[src/rtl/bus_downsizer.sv]
// bus_downsizer: splits each S_DATA_WIDTH word into RATIO beats of M_DATA_WIDTH, least-significant slice first; `BUS_DOWNSIZER_LAST_EN adds m_last.
// First beat one cycle after accept; m_rdy low stalls the current beat and holds s_rdy low; the last beat overlaps the next accept.
module bus_downsizer #(
  parameter int S_DATA_WIDTH = 32,
  parameter int M_DATA_WIDTH = 8
) (
  input  logic                    clock,
  input  logic                    reset,
  input  logic                    s_val,
  input  logic [S_DATA_WIDTH-1:0] s_data,
  output logic                    s_rdy,
  output logic                    m_val,
  output logic [M_DATA_WIDTH-1:0] m_data,
  input  logic                    m_rdy
`ifdef BUS_DOWNSIZER_LAST_EN
  ,
  output logic                    m_last
`endif
);

  localparam int RATIO = S_DATA_WIDTH / M_DATA_WIDTH;
  localparam int CW = (RATIO > 1) ? $clog2(RATIO) : 1;
  localparam logic [CW-1:0] LAST = CW'(RATIO - 1);

  generate
    if ((S_DATA_WIDTH % M_DATA_WIDTH) != 0 || RATIO < 2) begin : g_bad_ratio
      $error("bus_downsizer: S_DATA_WIDTH must be an integer multiple (>= 2) of M_DATA_WIDTH");
    end
  endgenerate

  typedef enum logic {EMPTY, SEND} state_t;

  state_t                  state, state_nxt;
  logic [CW-1:0]           cnt, cnt_nxt;
  logic [S_DATA_WIDTH-1:0] word, word_nxt;
  logic                    last_beat;
  logic                    s_xfer;
  logic                    m_xfer;

  always_ff @(posedge clock) begin
    if (reset) begin
      state <= EMPTY;
      cnt   <= '0;
      word  <= '0;
    end else begin
      state <= state_nxt;
      cnt   <= cnt_nxt;
      word  <= word_nxt;
    end
  end

  always_comb begin
    state_nxt = state;
    cnt_nxt   = cnt;
    word_nxt  = word;
    last_beat = (cnt == LAST);
    m_val     = (state == SEND);
    // Accepting on the last beat lets the next word follow with no bubble.
    s_rdy     = !reset && ((state == EMPTY) || (state == SEND && last_beat && m_rdy));
    s_xfer    = s_val && s_rdy;
    m_xfer    = m_val && m_rdy;
    case (state)
      EMPTY: begin
        if (s_xfer) begin
          word_nxt  = s_data;
          cnt_nxt   = '0;
          state_nxt = SEND;
        end
      end
      SEND: begin
        if (m_xfer) begin
          if (!last_beat) begin
            cnt_nxt = cnt + 1'b1;
          end else begin
            cnt_nxt = '0;
            if (s_xfer) word_nxt = s_data;
            else        state_nxt = EMPTY;
          end
        end
      end
      default: state_nxt = EMPTY;
    endcase
  end

  assign m_data = m_val ? word[cnt*M_DATA_WIDTH +: M_DATA_WIDTH] : '0;

`ifdef BUS_DOWNSIZER_LAST_EN
  assign m_last = m_val && last_beat;
`endif

endmodule

[config.mk]
export PLATFORM = sky130hd
export DESIGN_NAME = bus_downsizer
export DESIGN_NICKNAME = d
export VERILOG_FILES = /design/src/rtl/bus_downsizer.sv
export SDC_FILE = /design/constraint.sdc
export NUM_CORES = 1
export LEC_CHECK = 0
export CORE_UTILIZATION = 35
export DETAILED_ROUTE_END_ITERATION = 10
export MAX_ROUTING_LAYER = met4
export PLACE_DENSITY_LB_ADDON = 0.12
export SYNTH_ARGS = -nofsm -noshare
export SYNTH_HDL_FRONTEND = slang
export SYNTH_SLANG_ARGS = --single-unit
[constraint.sdc]
create_clock -name clock -period 3.6 [get_ports clock]
set_clock_uncertainty 0.1 [all_clocks]
set_input_delay 0.9 -clock clock [delete_from_list [all_inputs] [get_ports clock]]
set_output_delay 0.9 -clock clock [all_outputs]
set_load 0.02 [all_outputs]
==> reports/metrics.cfg <==
[critical_path]
crit_required_ns=2.60
timing.critical_path.from=m_rdy
r2r_end=word[21]
worstPathMaxFanout=4
endpoint_kind=primary output
worstSetupPathType=in2out
cp.arrival_ns=2.31
critical_path.reg2reg.startpoint=cnt[1]
setup.reg_to_reg.worst_slack_ns=1.45
timing.reg2reg.worst_path_depth=6
cp-start-kind=primary input

[floorplanning]
die_area_um2=4986
floorplan.initialDensity_pct=37.08
die-width_um=70.62
chipHeight_um=70.62
core.rowCount=24
core_area_um2=4444
io-pin-count=46

[yosys]
yosys_register_bits=35
synthesis.area_um2=1648
synth_area_leader_cell=dfxtp_1
syn-num-nets=174
synth_largest_type_area_fraction_pct=42.52
share_of_synthesized_area_occupied_by_flip_flops_and_latches_pct=42.52
post_synthesis_instance_total=137
ys.warnings.count=0
synthDistinctLibCells=15
avgSynthCellArea_um2=12.03
synth.top_cells.by_area=dfxtp_1 43%, mux2_2 21%, nor2b_1 12%

[clock_network]
clock_sink_count=35
holdBufCountCts=0
cts_max_level=2
cts_resized=0
cts_buffer_depth=2
clock_insertion_delay_worst_skew_ns=0.29
cts_inserted_buffers=5
clk_root_buffer_cell=clkbuf_8
post-cts-setup-buffer-count=0
clk_pin_slew_worst_paths_ns=0.07
tritoncts_clock_tree=yes

[placed_design]
numPlacedInstances=229
detailedPlacementHpwl_mm=2.434
gp_routability_congestion=0.7130
pre_cts_ws_ns=0.2991
place.port_buffers=45

[layout]
number_of_nets_in_the_finished_design=221
most_common_cell_after_layout_fill_and_taps_aside=clkdlybuf4s50_1
post_layout_nonfiller_instances=237
n_antenna_cell=0
syn2layout_area_growth_pct=34.78
fillCellCount=403
most-common-layout-cells=45 x clkdlybuf4s50_1, 35 x dfxtp_1, 32 x nor2b_1, 30 x mux2_2
fraction_of_final_layout_cells_with_drive_strength_greater_than_1_pct=28.65

[pwr]
intPower_mw=0.6385
clock_power_share_pct=32.5
power.sequential.fraction_pct=51.3
vdd.ir_drop.worst_uv=142.6
p_comb_share_pct=16.2
power_switching_share_pct=23.86
power_mw=0.8385
power_density_nw_per_um2=377.6
static-leakage-power_nw=0.8707
switchingPower_mw=0.2000

[global_route]
grt_first_pass_wirelength_mm=5.761
grt_remaining_overflow=0
global_route.usage.met1_pct=17.99
groute.layer.met2.usage_pct=26.43
track_usage_pct=15.86
busiest_layer=met2
groute.layer.met3.usage_pct=5.698
first_global_vias=1243
grt_antenna_before_repair=0
grt_max_degree=37

[timing]
slew_headroom_pct=70.36
final-max-slew-violation-count=0
tightestPinTransition_ns=0.4440
max_freq_mhz=302.5
fin_worst_hold_slack_ns=0.4898
setup_violations=0
timing.setup.tns_ns=0
period_minus_slack_ns=3.306
post_route_fraction_of_the_period_consumed_by_the_critical_path_pct=91.84
timing.final.hold_violations=0
worst_slack_ns=0.2937
rsz_0062_raised_after_global_routing=no

[route]
via_per_inst=4.810
final_antenna_violating_net_count=0
detailedRoute.firstIterationViolations=62
via_count=1140
drc=4
number_of_iterations_in_the_first_detailed_routing_pass=7
routed_wirelength_mm=3.437
post_drt_wl_per_cell_um=14.50

[run_status]
status=finished with violations
violated_checks=design-rule violations

[min_path]
hold-path-cell-count=2
min_delay_worst_endpoint=word[11]
hold_path.class=reg2reg
hold_path_startpoint=word[11]

[run]
maxCapViolCount=0

-- stage by stage --
stage | utilization [%] | instance area [um^2]
finish | 49.97 | 2221
floorplan | - | 1648
global route | 49.97 | 2221
CTS | 49.97 | 2221
detailed placement | 48.09 | 2137
global placement | 48.09 | 2137
-- how the worst max path moves through the flow --
stage	endpoint	slack, ns	cells after the start
global placement	s_rdy	0.35	4
detailed placement	s_rdy	0.30	4
global route	m_data[3]	0.23	4
CTS	s_rdy	0.29	4
finish	s_rdy	0.29	4
floorplan	s_rdy	1.02	3
-- kinds of logic (layout without fill, tap and decap cells) --
| logic type | Yosys count | in the layout | synth area share [%] |
|---|---|---|---|
| AND/OR/NAND/NOR | 47 | 47 | 17.69 |
| adder cells (fa/ha/maj) | 1 | 1 | 0.7592 |
| AO/OA/AOI/OAI | 3 | 3 | 1.747 |
| buffers and inverters | 10 | 58 | 3.872 |
| multiplexers | 41 | 41 | 33.41 |
| flip-flops | 35 | 35 | 42.52 |
-- cell usage after synthesis --
cell,number
nor2_1,6
mux4_2,8
dfxtp_1,35
nor3b_4,1
ha_1,1
a21boi_2,1
and2_1,8
mux2i_1,1
buf_6,3
buf_2,3
nor2b_1,32
mux2_2,30
clkbuf_1,4
a32oi_1,2
mux2_1,2
-- state kept, by name (all words and copies together), names as in the netlist --
signal / flops
word: 32
m_val: 1
cnt: 2
-- per-layer routing --
metal	share of wire [%]	vias to the layer above	wire [um]
li1	-	566	-
met1	43	537	1472
met2	50	31	1727
met3	5.6	6	194
met4	1.3	0	43
met5	0	-	0
-- cell type report --
type | count | area (um^2) | share of cell area, %
sequential | 35 | 700.7 | 31.55
tap | 52 | 65.06 | 2.930
clock inverter | 3 | 15.01 | 0.6761
timing repair buffer | 50 | 488.0 | 21.97
multi-input combinational | 92 | 883.3 | 39.77
clock buffer | 5 | 68.82 | 3.099
-- power by group through the flow --
stage / registers (mW) / clock network [mW] / logic (mW)
final: 0.430 / 0.273 / 0.136
after global routing: 0.433 / 0.304 / 0.147
after CTS: 0.430 / 0.283 / 0.138
after detailed placement: 0.439 / 0 / 0.137
after global placement: 0.438 / 0 / 0.133
after floorplan: 0.432 / 0 / 0.0811
-- worst max-delay path: stages --
cell,delay [ns]
clkdlybuf4s50_1,0.55
a21boi_2,0.11
nor2_1,0.12
clkdlybuf4s50_1,0.62
Power figures use the tool's default switching activity.
